### src/rtl/shift_collector_if.sv
// Serial-bit in / parallel-word out bus for shift_collector.
// Optional word_parity exists only when SHIFT_COLLECTOR_PARITY_EN is defined.
interface shift_collector_if #(
    parameter int unsigned WIDTH = 4
);
    logic             bit_in;
    logic             bit_valid;
    logic             bit_ready;
    logic             select;
    logic             flush;
    logic [WIDTH-1:0] word_out;
    logic             word_valid;
    logic             word_ready;
    logic             busy;
`ifdef SHIFT_COLLECTOR_PARITY_EN
    logic             word_parity;
`endif

    // Producer/consumer side: drives bits and control, receives the word.
    modport master (
        output bit_in,
        output bit_valid,
        input  bit_ready,
        output select,
        output flush,
        input  word_out,
        input  word_valid,
        output word_ready,
`ifdef SHIFT_COLLECTOR_PARITY_EN
        input  word_parity,
`endif
        input  busy
    );

    // Collector side.
    modport slave (
        input  bit_in,
        input  bit_valid,
        output bit_ready,
        input  select,
        input  flush,
        output word_out,
        output word_valid,
        input  word_ready,
`ifdef SHIFT_COLLECTOR_PARITY_EN
        output word_parity,
`endif
        output busy
    );
endinterface

### src/rtl/shift_collector.sv
// Reassembles bits shifted off the ALU shifter boundary into WIDTH-bit words (valid/ready out).
// Define SHIFT_COLLECTOR_PARITY_EN to add a registered even-parity output word_parity.
module shift_collector #(
    parameter int unsigned WIDTH = 4
) (
    input  logic                clk,
    input  logic                rst,
    shift_collector_if.slave    bus
);
    localparam int unsigned CNT_W = $clog2(WIDTH + 1);
    localparam logic [CNT_W-1:0] CNT_MAX = CNT_W'(WIDTH);
    localparam logic [CNT_W-1:0] CNT_ONE = CNT_W'(1);

    typedef enum logic [1:0] {
        StIdle,
        StCollect,
        StHold
    } state_e;

    state_e           state_q, state_d;
    logic [CNT_W-1:0] count_q, count_d;
    logic [WIDTH-1:0] shreg_q, shreg_d;
    logic             dir_q, dir_d;
    logic             accept;
    logic             shift_dir;
    logic [WIDTH-1:0] shift_left, shift_right, shifted;

    // A single-bit word degenerates to a plain load in either direction.
    generate
        if (WIDTH == 1) begin : g_w1
            assign shift_left  = bus.bit_in;
            assign shift_right = bus.bit_in;
        end else begin : g_wn
            assign shift_left  = {shreg_q[WIDTH-2:0], bus.bit_in};
            assign shift_right = {bus.bit_in, shreg_q[WIDTH-1:1]};
        end
    endgenerate

    // Direction is latched with the first bit; select is ignored for the rest of the word.
    assign shift_dir = (state_q == StIdle) ? bus.select : dir_q;
    assign shifted   = shift_dir ? shift_right : shift_left;

    assign bus.bit_ready  = (state_q != StHold);
    assign bus.word_valid = (state_q == StHold);
    assign bus.busy       = (state_q == StCollect);
    assign bus.word_out   = shreg_q;
    assign accept         = bus.bit_valid & bus.bit_ready;

    always_comb begin
        state_d = state_q;
        count_d = count_q;
        shreg_d = shreg_q;
        dir_d   = dir_q;
        if (bus.flush) begin
            // Flush drops any bit offered this cycle; shreg keeps its last contents.
            state_d = StIdle;
            count_d = '0;
        end else begin
            unique case (state_q)
                StIdle: begin
                    if (accept) begin
                        dir_d   = bus.select;
                        count_d = CNT_ONE;
                        shreg_d = shifted;
                        state_d = (CNT_MAX == CNT_ONE) ? StHold : StCollect;
                    end
                end
                StCollect: begin
                    if (accept) begin
                        count_d = count_q + CNT_ONE;
                        shreg_d = shifted;
                        if (count_q + CNT_ONE == CNT_MAX) begin
                            state_d = StHold;
                        end
                    end
                end
                StHold: begin
                    if (bus.word_ready) begin
                        state_d = StIdle;
                        count_d = '0;
                    end
                end
                default: begin
                    state_d = StIdle;
                    count_d = '0;
                end
            endcase
        end
    end

    always_ff @(posedge clk or posedge rst) begin
        if (rst) begin
            state_q <= StIdle;
            count_q <= '0;
            shreg_q <= '0;
            dir_q   <= 1'b0;
        end else begin
            state_q <= state_d;
            count_q <= count_d;
            shreg_q <= shreg_d;
            dir_q   <= dir_d;
        end
    end

`ifdef SHIFT_COLLECTOR_PARITY_EN
    logic parity_q, parity_d;

    // Tracks shreg so parity and word_out change on the same edge.
    always_comb begin
        parity_d = parity_q;
        if (bus.flush) begin
            parity_d = 1'b0;
        end else if (shreg_d != shreg_q || state_d != state_q) begin
            parity_d = ^shreg_d;
        end
    end

    always_ff @(posedge clk or posedge rst) begin
        if (rst) begin
            parity_q <= 1'b0;
        end else begin
            parity_q <= parity_d;
        end
    end

    assign bus.word_parity = parity_q;
`endif
endmodule
### src/flat_wrapper.sv
// flat-port wrapper written by rule: the top's interface ports become plain ports
module shift_collector_flat 
#(
    parameter int unsigned WIDTH = 4
)
  (clk, rst, bus_bit_in, bus_bit_valid, bus_bit_ready, bus_select, bus_flush, bus_word_out, bus_word_valid, bus_word_ready, bus_busy);
  shift_collector_if #(.WIDTH(WIDTH)) bus_i ();
  input  logic clk;
  input  logic rst;
  input wire logic [$bits(bus_i.bit_in)-1:0] bus_bit_in;
  input wire logic [$bits(bus_i.bit_valid)-1:0] bus_bit_valid;
  output wire logic [$bits(bus_i.bit_ready)-1:0] bus_bit_ready;
  input wire logic [$bits(bus_i.select)-1:0] bus_select;
  input wire logic [$bits(bus_i.flush)-1:0] bus_flush;
  output wire logic [$bits(bus_i.word_out)-1:0] bus_word_out;
  output wire logic [$bits(bus_i.word_valid)-1:0] bus_word_valid;
  input wire logic [$bits(bus_i.word_ready)-1:0] bus_word_ready;
  output wire logic [$bits(bus_i.busy)-1:0] bus_busy;
  assign bus_i.bit_in = bus_bit_in;
  assign bus_i.bit_valid = bus_bit_valid;
  assign bus_bit_ready = bus_i.bit_ready;
  assign bus_i.select = bus_select;
  assign bus_i.flush = bus_flush;
  assign bus_word_out = bus_i.word_out;
  assign bus_word_valid = bus_i.word_valid;
  assign bus_i.word_ready = bus_word_ready;
  assign bus_busy = bus_i.busy;
  shift_collector #(.WIDTH(WIDTH)) u_core (.clk(clk), .rst(rst), .bus(bus_i));
endmodule
### config.mk
export PLATFORM = sky130hd
export DESIGN_NAME = shift_collector_flat
export DESIGN_NICKNAME = d
export VERILOG_FILES = /design/src/rtl/shift_collector_if.sv /design/src/rtl/shift_collector.sv /design/src/flat_wrapper.sv
export SDC_FILE = /design/constraint.sdc
export NUM_CORES = 1
export LEC_CHECK = 0
export BUFFER_PORTS_ARGS = -buffer_cell sky130_fd_sc_hd__buf_2
export CAP_MARGIN = 20
export CELL_PAD_IN_SITES_DETAIL_PLACEMENT = 2
export CELL_PAD_IN_SITES_GLOBAL_PLACEMENT = 2
export CORE_ASPECT_RATIO = 0.75
export CORE_MARGIN = 2
export CORE_UTILIZATION = 33
export CTS_CLUSTER_DIAMETER = 30
export DETAILED_ROUTE_END_ITERATION = 10
export GPL_ROUTABILITY_DRIVEN = 1
export GPL_TIMING_DRIVEN = 0
export PLACE_DENSITY_LB_ADDON = 0.1
export SYNTH_ARGS = -nofsm -noshare
export SYNTH_HDL_FRONTEND = slang
export SYNTH_SLANG_ARGS = --single-unit
export TNS_END_PERCENT = 10
### constraint.sdc
create_clock -name clk -period 2.95 [get_ports clk]
set_input_delay 0.59 -clock clk [delete_from_list [all_inputs] [get_ports clk]]
set_output_delay 0.59 -clock clk [all_outputs]
set_load 0.05 [all_outputs]
# Yosys cells after proc, flatten, opt, wreduce, memory -nomap -nowiden
# Cells that the tools add are included.
dict set report word_totals {
  output_inout_bits 7
  regBits 10
  word_cells 34
  input_bits 7
}
dict set report classes {
  eq_ne 8
  addsub 1
  bitwise_logic 2
  mux 13
  reduce_logical 6
}
# op n
set ops {}
lappend ops {{two-way mux 3 bit} 4}
lappend ops {{inequality test 3 x 2 -> 1 bit, second input constant} 4}
lappend ops {{two-way mux 2 bit} 5}
lappend ops {{case mux 3 bit (3 select lines)} 1}
lappend ops {{AND reduction 3 bit} 3}
lappend ops {{case mux 2 bit (3 select lines)} 1}
lappend ops {{two-way mux 4 bit} 1}
lappend ops {{AND reduction 4 bit} 1}
lappend ops {{adder 3 x 1 -> 3 bit, second input constant} 1}
lappend ops {{equality test 3 bit, second input constant} 1}
lappend ops {{equality test 2 x 1 -> 1 bit, second input constant} 1}
lappend ops {{equality test 2 bit, second input constant} 1}
lappend ops {{logical NOT 2 bit} 1}
lappend ops {{inequality test 2 bit, second input constant} 1}
lappend ops {{OR reduction 2 bit} 1}
lappend ops {{bitwise AND 1 bit} 1}
lappend ops {{two-way mux 1 bit} 1}
lappend ops {{NOT 1 bit} 1}

# Depth between registers and ports, before layout
# Gate-level depths: netlist of run 1.
dict set report depth {
  word_depth 6
  ltp_mapped 4
  mapped_depth_nobuf 4
}

# Worst setup path after synthesis of run 1
# OpenSTA, ideal clock, no wires.
dict set report synth_timing {
  path_kind {register -> output}
  startpoint {register u_core.state_q[0]}
  endpoint {output bus_word_valid}
  required_time_ps 2360
  arrival_time_ps 1378
  slack_ps 982
  path_buffers 1
  path_stages_with_launch 4
  cell_sequence {dfrtp_1 > buf_2 > nand2b_1 > inv_1}
}
dict set report synth_via {
  elab_chain_len 1
}
# item line
set synth_rtl {}
lappend synth_rtl {{start: declaration} shift_collector.sv:20} ;# state_e state_q, state_d;
lappend synth_rtl {{start signal: assignment} shift_collector.sv:93} ;# state_q <= StIdle;
lappend synth_rtl {{start signal: assignment} shift_collector.sv:98} ;# state_q <= state_d;
lappend synth_rtl {{equality test 2 bit} shift_collector.sv:44} ;# assign bus.word_valid = (state_q == StHold);
lappend synth_rtl {{end: declaration} flat_wrapper.sv:16} ;# output wire logic [$bits(bus_i.word_valid)-1:0] bus_word_valid;
# Every way passes these cells.

# Worst setup path in the final report of run 1
dict set report layout_timing {
  startpoint {register u_core.state_q[0]}
  endpoint {output bus_busy}
}
dict set report layout_via {
  elab_chain_len 1
}
# item line
set layout_rtl {}
lappend layout_rtl {{equality test 2 x 1 -> 1 bit} shift_collector.sv:45} ;# assign bus.busy = (state_q == StCollect);
lappend layout_rtl {{end: declaration} flat_wrapper.sv:18} ;# output wire logic [$bits(bus_i.busy)-1:0] bus_busy;
# Every way passes these cells.

==> impl_metrics.csv, run 1 <==
group,metric,value,unit
outcome,status,"complete, no violations",
pwr,clock_power_share,0.300,
clock_tree,cts_tree,"done",
clock_tree,numCtsBuffers,3,
pwr,comb_power_share,0.288,
global_route,globalRouteOverflowTotal,0,
place,post-place-cells,94,
critical_path,critical_path_capture_point,"bus_busy",
die,die_y,40.6,µm
logic_synthesis,number_of_nets_in_the_synthesized_netlist,68,
timing,finalCriticalPeriod,1.95,ns
pwr,power.share.switching,0.371,
clock_tree,cts.hold.buffers_added,0,
critical_path,required_time_at_the_worst_slack_endpoint,2.36,ns
logic_synthesis,synth_seq_area_share,0.425,
logic_synthesis,yosysUniqueCellTypes,29,
critical_path,worst_setup_path_startpoint,"u_core.state_q[0]$_DFFE_PP0P_",
pwr,intPower,0.000265,W
critical_path,critPathMostFrequentCell,"sky130_fd_sc_hd__buf_2",
global_route,antenna_found_initial,0,
timing,timing_hold_violations_final,0,
logic_synthesis,synth_async_sr_flop_share,1.00,
logic_synthesis,synth-main-ff-cell,"sky130_fd_sc_hd__dfrtp_1",
timing,final_number_of_setup_violating_endpoints,0,
layout,insertedDiodeCount,0,
detailed_routing,detail_route.drc_violations,0,
die,initial_core_util,0.345,
logic_synthesis,syn-cell-area,589,µm²
pwr,cellPowerDensity,586,mW/mm²
global_route,grtUsageTotal,0.193,
die,io_pins,14,
clock_tree,cts_repair_resize_count,0,
layout,num-fill-cells,198,
timing,rsz0062_at_grt,"no",
timing,post_route_fraction_of_the_period_consumed_by_the_critical_path,0.662,
critical_path,timing.critical_path.max_delay_family,"buffers and inverters",
detailed_routing,via_per_inst,5.29,
die,floorplan.core_area,0.00171,mm²
critical_path,worstSetupPathType,"flip-flop to output pin",
global_route,grt_max_degree,11,
detailed_routing,routed_wire_length_per_instance,17.0,µm
timing,timing.fmax,512,MHz
critical_path,arrival,1.36,ns
critical_path,cp_cell_sequence,"buf_2 -> nor2b_1 -> buf_2",
die,row_count,13,
pwr,seqPwrFrac,0.412,
die,die_width,52.8,µm
critical_path,cp_num_buf_inv,2,
timing,clock-skew-final,0.00381,ns
critical_path,worst_setup_path_end_kind,"output pin",
critical_path,worst_r2r_path_depth,4,
pwr,leakage,0.349,nW
layout,proportion_of_layout_cells_with_a_drive_suffix_above_1,0.316,
critical_path,critPathMaxFanout,10,
clock_tree,root_buffer,"sky130_fd_sc_hd__clkbuf_4",
die,die_area,0.00214,mm²
logic_synthesis,synth_edf_count,0,
clock_tree,post-cts-setup-buffers,0,
layout,layoutNonFillerInstCount,98,
clock_tree,h-tree-depth,1,
timing,timing_worst_slew_pin_value,0.515,ns
critical_path,critPathMaxStageDelay,0.39,ns
timing,setup_tns,0,ns
place,pre_cts_ws,1.13,ns
detailed_routing,drtPass1Iterations,2,
critical_path,critical_path_depth,3,
critical_path,timing.rr.end,"u_core.count_q[0]$_DFFE_PP0P_",
layout,synthToLayoutAreaGrowth,21.9,%
critical_path,cp_slowest_cell,"sky130_fd_sc_hd__dfrtp_1",
clock_tree,clkSlewWorstSetupHoldPaths,0.07,ns
layout,fin_nets,86,
place,gp_congestion,0.765,
global_route,grt_pass1_vias,525,
logic_synthesis,synth.yosys.warnings,0,
hold_path,worst_hold_path_type,"primary input to asynchronous set/reset pin",
clock_tree,ctsLongestPathBuffers,2,
detailed_routing,via_count,518,
critical_path,r2r_start,"u_core.state_q[1]$_DFFE_PP0P_",
critical_path,reg2reg_slack,1.39,ns
timing,timing.max_slew.rel_slack,0.655,
job,cap_violations,0,
critical_path,timing.critical_path.from_type,"flip-flop",
pwr,ir_drop,314,µV
place,hpwlAfterDp,1.32,mm
place,place.port_buffers,13,
clock_tree,clkLatencyLatePin,0.27,ns
logic_synthesis,mean_instance_size_in_the_synthesized_netlist,9.99,µm²
logic_synthesis,postSynthCellCount,59,
clock_tree,numClockSinks,10,
timing,worst_slack,0.997,ns
timing,final_max_slew_viol_count,0,
detailed_routing,drt_iter0_drc,1,
pwr,netSwitchingPower,0.000156,W
detailed_routing,wl,1.67,mm
global_route,first_pass_grt_wire_length,2.66,mm
detailed_routing,drtAntennaViolNets,0,
logic_synthesis,ys_ff_latch,10,
==> layer usage <==
metal | vias up | part of all wire | track usage
met5 | - | 0 | 0
met4 | 0 | 0.023 | 0.115
met3 | 4 | 0.053 | 0.0672
met2 | 12 | 0.44 | 0.300
met1 | 248 | 0.49 | 0.235
li1 | 254 | - | -
==> cells in the mapped netlist, drive strengths merged, types with 3 or more instances <==
master | instances | area, µm²
nand3 | 4 | 20.0
or3b | 3 | 26.3
nand4 | 4 | 25.0
o21ai | 4 | 20.0
nor2 | 4 | 15.0
inv | 3 | 11.3
dfrtp | 10 | 250
mux2 | 3 | 33.8
==> worst register-to-register path, cell delays in order, from the launching register on <==
cell                      delay [ns]
sky130_fd_sc_hd__dfrtp_1        0.39
sky130_fd_sc_hd__buf_2          0.19
sky130_fd_sc_hd__or2_2          0.34
sky130_fd_sc_hd__a21oi_4        0.19
sky130_fd_sc_hd__mux2_1         0.35
==> power groups by stage <==
stage	clock network, W	logic [W]	registers [W]
6_report	0.000126	0.000121	0.000173
3_5_place_dp	0	0.000122	0.000175
5_1_grt	0.000134	0.000131	0.000176
4_1_cts	0.000130	0.000123	0.000173
2_1_floorplan	0	0.0000442	0.000215
3_3_place_gp	0	0.000118	0.000173
==> layout make-up <==
| type | count | area [µm²] | share of cell area |
|---|---|---|---|
| plain buffers | 2 | 10.0 | 0.0139 |
| inverters | 3 | 11.3 | 0.0157 |
| flip-flops and latches | 10 | 250 | 0.348 |
| repair buffers | 13 | 65.1 | 0.0906 |
| multi-input cells | 44 | 318 | 0.443 |
| well taps | 22 | 27.5 | 0.0383 |
| clock buffers | 4 | 36.3 | 0.0505 |
==> layout by cell type (no fill, tap or decap), types with 3 or more instances in the layout <==
cell | synthesis | layout
sky130_fd_sc_hd__buf_2 | 2 | 15
sky130_fd_sc_hd__dfrtp_1 | 10 | 10
sky130_fd_sc_hd__nor2_1 | 4 | 4
sky130_fd_sc_hd__nand4_1 | 4 | 4
sky130_fd_sc_hd__o21ai_0 | 4 | 4
sky130_fd_sc_hd__nand3_1 | 4 | 4
sky130_fd_sc_hd__inv_1 | 3 | 3
sky130_fd_sc_hd__clkbuf_4 | 0 | 3
==> state kept, by name, summed over array words and instances, names as in the netlist <==
register	cells
u_core.dir_q	1
u_core.count_q	3
u_core.bus.word_out	4
u_core.state_q	2
==> how the worst min path moves through the flow <==
stage / slack (ns) / endpoint / depth (start not counted) / from
floorplan: 0.43 / u_core.bus.word_out[0]$_DFFE_PP0P_ / 1 / rst
global placement: 0.49 / u_core.bus.word_out[3]$_DFFE_PP0P_ / 2 / u_core.bus.word_out[3]$_DFFE_PP0P_
detailed placement: 0.52 / u_core.bus.word_out[0]$_DFFE_PP0P_ / 2 / u_core.bus.word_out[0]$_DFFE_PP0P_
CTS: 0.29 / u_core.count_q[1]$_DFFE_PP0P_ / 2 / rst
global route: 0.30 / u_core.count_q[1]$_DFFE_PP0P_ / 2 / rst
finish: 0.29 / u_core.count_q[1]$_DFFE_PP0P_ / 2 / rst
==> cell families (layout without fill, tap and decap cells) <==
kind of cell | Yosys count | in the layout | synth area share
xor gates and xnor gates | 1 | 1 | 0.0149
buffers and inverters | 5 | 22 | 0.0361
adders and majority gates | 2 | 2 | 0.0425
and+or+nand+nor | 24 | 24 | 0.248
muxes | 3 | 3 | 0.0573
AOI/OAI and AO/OA | 14 | 14 | 0.176
DFF | 10 | 10 | 0.425
==> metrics by stage <==
| step | instance area [µm²] | hold slack (ns) | utilization | total power (W) |
|---|---|---|---|---|
| floorplan | 589 | 0.430 | - | 0.000259 |
| global placement | 682 | 0.488 | 0.399 | 0.000291 |
| detailed placement | 682 | 0.517 | 0.399 | 0.000298 |
| CTS | 718 | 0.294 | 0.421 | 0.000426 |
| global route | 718 | 0.304 | 0.421 | 0.000441 |
| finish | 718 | 0.287 | 0.421 | 0.000421 |
Note: power is estimated with default switching activity, not from simulation.
==> run 2, diff against run 1 <==
--- a/config.mk
+++ b/config.mk
@@ -11,7 +11,7 @@
 export CELL_PAD_IN_SITES_GLOBAL_PLACEMENT = 2
 export CORE_ASPECT_RATIO = 0.75
 export CORE_MARGIN = 2
-export CORE_UTILIZATION = 33
+export CORE_UTILIZATION = 30
 export CTS_CLUSTER_DIAMETER = 30
 export DETAILED_ROUTE_END_ITERATION = 10
 export GPL_ROUTABILITY_DRIVEN = 1
==> constraint.sdc (replaced) <==
create_clock -name clk -period 1.92 [get_ports clk]
set_input_delay 0.384 -clock clk [delete_from_list [all_inputs] [get_ports clk]]
set_output_delay 0.384 -clock clk [all_outputs]
set_load 0.05 [all_outputs]
==> run 2 against run 1 <==
Effect of this change: global-route usage is 4.1 points lower; setup slack worse by 0.82 ns; sequential power is 53% higher; critical endpoint unchanged; critical path type unchanged; worst hold slack worse by 0.20 ns; largest cell class unchanged; routed wire length is 11% lower; power is 40% higher.
==> impl_metrics.csv, run 2 (synthesis results as in run 1) <==
group,metric,value,unit
clock_tree,numClockSinks,10,
detailed_routing,met2RoutedLength,606,µm
clock_tree,clkLatencyLatePin,0.27,ns
critical_path,worst_setup_path_end_kind,"output pin",
timing,post_route_fraction_of_the_period_consumed_by_the_critical_path,0.909,
clock_tree,h-tree-depth,1,
critical_path,cp_num_buf_inv,2,
global_route,first_pass_grt_wire_length,2.42,mm
layout,proportion_of_layout_cells_with_a_drive_suffix_above_1,0.307,
place,place.port_buffers,13,
layout,fin_nets,86,
layout,total_area_of_multi_input_combinational_cells,318,µm²
critical_path,worst_setup_path_startpoint,"u_core.state_q[0]$_DFFE_PP0P_",
pwr,ir_drop,422,µV
detailed_routing,drtAntennaViolNets,0,
pwr,total_power,0.000590,W
detailed_routing,via_per_inst,5.29,
clock_tree,clkSlewWorstSetupHoldPaths,0.06,ns
clock_tree,cts_repair_resize_count,0,
critical_path,critPathMaxStageDelay,0.39,ns
layout,finalCoreUtilization,0.394,
clock_tree,cts.hold.buffers_added,0,
global_route,grtUsageTotal,0.152,
global_route,globalRouteOverflowTotal,0,
timing,final_number_of_setup_violating_endpoints,0,
detailed_routing,detail_route.drc_violations,0,
critical_path,cp_cell_sequence,"buf_2 -> nor2b_1 -> buf_2",
critical_path,r2r_start,"u_core.state_q[0]$_DFFE_PP0P_",
pwr,comb_power_share,0.310,
critical_path,worstSetupPathType,"flip-flop to output pin",
critical_path,required_time_at_the_worst_slack_endpoint,1.54,ns
timing,final_max_slew_viol_count,0,
timing,finalCriticalPeriod,1.75,ns
clock_tree,cts_tree,"done",
critical_path,critPathMaxFanout,10,
layout,seqCellArea,250,µm²
critical_path,arrival,1.36,ns
layout,layoutNonFillerInstCount,97,
pwr,leakage,0.342,nW
detailed_routing,drt_iter0_drc,12,
detailed_routing,drtPass1Iterations,4,
timing,timing_hold_violations_final,0,
die,initial_core_util,0.329,
global_route,grt_pass1_vias,497,
die,row_count,13,
layout,layout.cells.most_common,"sky130_fd_sc_hd__buf_2",
die,die_width,55.2,µm
outcome,status,"complete, no violations",
detailed_routing,met1Wirelength,781,µm
layout,layout.cells.most_common_list,"sky130_fd_sc_hd__buf_2, sky130_fd_sc_hd__dfrtp_1",
pwr,netSwitchingPower,0.000226,W
pwr,clock_power_share,0.242,
timing,timing.max_slew.rel_slack,0.682,
place,post-place-cells,94,
timing,setup_tns,0,ns
detailed_routing,via_count,513,
pwr,power.share.switching,0.383,
layout,num-fill-cells,222,
timing,clock-skew-final,0.00662,ns
critical_path,cp_slowest_cell,"sky130_fd_sc_hd__dfrtp_1",
pwr,seqPwrFrac,0.448,
global_route,antenna_found_initial,0,
die,die_y,42.4,µm
layout,largest_register_ffs,4,
place,gp_congestion,0.785,
global_route,grt_max_degree,11,
detailed_routing,wl,1.49,mm
clock_tree,post-cts-setup-buffers,0,
layout,synthToLayoutAreaGrowth,19.5,%
timing,hold_slack,0.0832,ns
die,floorplan.core_area,0.00179,mm²
pwr,intPower,0.000363,W
timing,rsz0062_at_grt,"no",
detailed_routing,routed_wire_length_per_instance,15.3,µm
clock_tree,numCtsBuffers,3,
detailed_routing,top_layer_used,"met4",
detailed_routing,wl_met3,84,µm
job,cap_violations,0,
clock_tree,root_buffer,"sky130_fd_sc_hd__clkbuf_4",
timing,timing_worst_slew_pin_value,0.472,ns
die,die_area,0.00234,mm²
timing,timing.fmax,573,MHz
layout,insertedDiodeCount,0,
critical_path,critPathMostFrequentCell,"sky130_fd_sc_hd__buf_2",
critical_path,timing.critical_path.max_delay_family,"buffers and inverters",
hold_path,worst_hold_path_type,"primary input to asynchronous set/reset pin",
die,io_pins,14,
clock_tree,ctsLongestPathBuffers,2,
critical_path,timing.critical_path.from_type,"flip-flop",
pwr,cellPowerDensity,837,mW/mm²
place,hpwlAfterDp,1.21,mm
-- run 2: cell count changes in the layout (fill, tap and decap cells not counted) --
cell                       delta
sky130_fd_sc_hd__clkbuf_8     -1
-- run 2: final timing paths --
kind | endpoint | slack, ns | cells after the start
min in group clk | u_core.state_q[1]$_DFFE_PP0P_ | 0.38 | 2
worst min-delay path | u_core.state_q[0]$_DFFE_PP0P_ | 0.08 | 2
worst max register to register | u_core.count_q[0]$_DFFE_PP0P_ | 0.37 | 3
worst max-delay path | bus_busy | 0.17 | 3
worst min register to register | u_core.bus.word_out[3]$_DFFE_PP0P_ | 0.50 | 2
max in group asynchronous | u_core.bus.word_out[3]$_DFFE_PP0P_ | 1.55 | 2
-- run 2: worst reg2reg max path, stage by stage, from the launching register on --
cell                      delay [ns]
sky130_fd_sc_hd__dfrtp_1        0.41
sky130_fd_sc_hd__or3b_1         0.46
sky130_fd_sc_hd__a21oi_4        0.22
sky130_fd_sc_hd__mux2_1         0.34
-- run 2: final cells by class --
type	count	share of cell area
inverters	3	0.0160
well taps	22	0.0391
repair buffers	13	0.0924
plain buffers	2	0.0142
multi-input cells	44	0.451
clock buffers	3	0.0320
flip-flops and latches	10	0.355
-- run 2: metal layers --
| layer | vias up | GRT usage |
|---|---|---|
| met3 | 2 | 0.0786 |
| li1 | 252 | - |
| met2 | 12 | 0.183 |
| met5 | - | 0 |
| met4 | 0 | 0.0390 |
| met1 | 247 | 0.232 |
-- run 2: per-stage QoR --
stage               setup slack, ns  instance area [µm²]
floorplan                     0.158                  589
global placement              0.346                  682
detailed placement            0.333                  682
CTS                           0.163                  704
global route                 0.0744                  704
finish                        0.174                  704
-- run 2: power by group through the flow --
stage | Combinational, W | Clock, W | Sequential, W
5_1_grt | 0.000200 | 0.000159 | 0.000270
6_report | 0.000183 | 0.000143 | 0.000264
2_1_floorplan | 0.0000679 | 0 | 0.000330
4_1_cts | 0.000185 | 0.000151 | 0.000265
3_5_place_dp | 0.000185 | 0 | 0.000269
3_3_place_gp | 0.000181 | 0 | 0.000266
==> run 3, diff against run 2 <==
--- a/config.mk
+++ b/config.mk
@@ -16,7 +16,7 @@
 export DETAILED_ROUTE_END_ITERATION = 10
 export GPL_ROUTABILITY_DRIVEN = 1
 export GPL_TIMING_DRIVEN = 0
-export PLACE_DENSITY_LB_ADDON = 0.1
+export PLACE_DENSITY = 0.7
 export SYNTH_ARGS = -nofsm -noshare
 export SYNTH_HDL_FRONTEND = slang
 export SYNTH_SLANG_ARGS = --single-unit
==> run 3 against run 2 <==
Effect of this change: utilization unchanged; setup slack got worse by 0.017 ns; non-clock buffer count unchanged; largest power group unchanged; design area unchanged; first-iteration DRC count decreased by 67%; highest routed layer unchanged; power decreased by 0.87%.
==> impl_metrics.csv, run 3 (synthesis results as in run 1) <==
group,metric,value,unit
detailed_routing,drt_iter0_drc,4,
clock_tree,cts.hold.buffers_added,0,
detailed_routing,drtPass1Iterations,4,
layout,largest_register_ffs,4,
clock_tree,h-tree-depth,1,
pwr,leakage,0.342,nW
timing,final_max_slew_viol_count,0,
clock_tree,clkLatencyLatePin,0.26,ns
timing,final_number_of_setup_violating_endpoints,0,
die,die_y,42.4,µm
clock_tree,numClockSinks,10,
critical_path,worst_setup_path_end_kind,"output pin",
pwr,ir_drop,353,µV
detailed_routing,via_count,521,
outcome,status,"complete, no violations",
timing,finalCriticalPeriod,1.76,ns
critical_path,r2r_start,"u_core.state_q[1]$_DFFE_PP0P_",
critical_path,timing.rr.end,"u_core.count_q[0]$_DFFE_PP0P_",
critical_path,timing.critical_path.from_type,"flip-flop",
timing,hold_slack,0.0974,ns
place,hpwlAfterDp,1.30,mm
global_route,antenna_found_initial,0,
layout,layout.cells.most_common,"sky130_fd_sc_hd__buf_2",
timing,post_route_fraction_of_the_period_consumed_by_the_critical_path,0.918,
clock_tree,numCtsBuffers,3,
layout,insertedDiodeCount,0,
detailed_routing,drtAntennaViolNets,0,
detailed_routing,via_per_inst,5.37,
global_route,first_pass_grt_wire_length,2.77,mm
timing,setup_tns,0,ns
pwr,clock_power_share,0.234,
layout,num-fill-cells,216,
global_route,grtUsageTotal,0.167,
timing,timing_hold_violations_final,0,
pwr,netSwitchingPower,0.000221,W
critical_path,reg2reg_slack,0.38,ns
die,die_width,55.2,µm
die,floorplan.core_area,0.00179,mm²
timing,rsz0062_at_grt,"no",
timing,timing_worst_slew_pin_value,0.493,ns
pwr,seqPwrFrac,0.452,
layout,synthToLayoutAreaGrowth,19.5,%
timing,timing.fmax,567,MHz
layout,fin_nets,86,
die,die_area,0.00234,mm²
layout,layout.cells.most_common_list,"sky130_fd_sc_hd__buf_2, sky130_fd_sc_hd__dfrtp_1",
clock_tree,root_buffer,"sky130_fd_sc_hd__clkbuf_4",
die,initial_core_util,0.329,
place,gp_congestion,0.807,
clock_tree,ctsLongestPathBuffers,2,
clock_tree,cts_tree,"done",
job,cap_violations,0,
layout,proportion_of_layout_cells_with_a_drive_suffix_above_1,0.307,
critical_path,worstSetupPathType,"flip-flop to output pin",
detailed_routing,wl,1.58,mm
clock_tree,cts_repair_resize_count,0,
clock_tree,post-cts-setup-buffers,0,
die,io_pins,14,
clock_tree,clkSlewWorstSetupHoldPaths,0.06,ns
timing,timing.max_slew.rel_slack,0.670,
detailed_routing,detail_route.drc_violations,0,
pwr,comb_power_share,0.315,
pwr,intPower,0.000364,W
die,row_count,13,
place,post-place-cells,94,
hold_path,worst_hold_path_type,"primary input to asynchronous set/reset pin",
critical_path,worst_r2r_path_depth,4,
layout,total_area_of_multi_input_combinational_cells,318,µm²
global_route,grt_pass1_vias,558,
layout,layoutNonFillerInstCount,97,
timing,clock-skew-final,0.00585,ns
pwr,power.share.switching,0.378,
pwr,cellPowerDensity,830,mW/mm²
layout,seqCellArea,250,µm²
place,place.port_buffers,13,
detailed_routing,routed_wire_length_per_instance,16.2,µm
critical_path,required_time_at_the_worst_slack_endpoint,1.54,ns
critical_path,critPathMaxFanout,10,
critical_path,arrival,1.38,ns
global_route,globalRouteOverflowTotal,0,
global_route,grt_max_degree,11,
-- run 3: metrics by stage --
step	total power, W	area [µm²]	worst slack (ns)	utilization
after detailed placement	0.000455	682	0.357	0.381
after CTS	0.000598	704	0.154	0.394
final	0.000584	704	0.158	0.394
after global placement	0.000447	682	0.354	0.381
after floorplan	0.000398	589	0.158	-
after global routing	0.000625	704	0.0804	0.394
-- run 3: final cells by class --
| type | count | area share |
|---|---|---|
| multi-input combinational | 44 | 0.451 |
| sequential | 10 | 0.355 |
| timing repair buffer | 13 | 0.0924 |
| tap | 22 | 0.0391 |
| clock buffer | 3 | 0.0320 |
| inverter | 3 | 0.0160 |
| buffer | 2 | 0.0142 |
-- run 3: how the worst max path moves through the flow --
stage / cells past startpoint / from / slack, ns / end
final: 3 / u_core.state_q[0]$_DFFE_PP0P_ / 0.16 / bus_busy
after global routing: 3 / u_core.state_q[0]$_DFFE_PP0P_ / 0.08 / bus_busy
after CTS: 3 / u_core.state_q[0]$_DFFE_PP0P_ / 0.15 / bus_busy
after detailed placement: 4 / bus_word_ready / 0.36 / u_core.count_q[0]$_DFFE_PP0P_
after global placement: 4 / bus_word_ready / 0.35 / u_core.count_q[1]$_DFFE_PP0P_
after floorplan: 3 / u_core.state_q[0]$_DFFE_PP0P_ / 0.16 / bus_word_valid
-- run 3: metal layers --
metal / global-route usage / vias to the layer above / wire (µm)
li1: - / 252 / -
met1: 0.242 / 255 / 804
met2: 0.236 / 12 / 678
met3: 0.0643 / 2 / 83
met4: 0.0293 / 0 / 9
met5: 0 / - / 0
-- run 3: power by group through the flow --
| stage | logic, W | clock network (W) | registers [W] |
|---|---|---|---|
| finish | 0.000184 | 0.000137 | 0.000264 |
| global route | 0.000202 | 0.000153 | 0.000271 |
| detailed placement | 0.000186 | 0 | 0.000269 |
| floorplan | 0.0000679 | 0 | 0.000330 |
| CTS | 0.000187 | 0.000146 | 0.000265 |
| global placement | 0.000181 | 0 | 0.000266 |
-- run 3: worst max-delay path, stage by stage (launching register included) --
cell and delay, ns:
sky130_fd_sc_hd__dfrtp_1 0.39, sky130_fd_sc_hd__buf_2 0.23, sky130_fd_sc_hd__nor2b_1 0.21, sky130_fd_sc_hd__buf_2 0.29
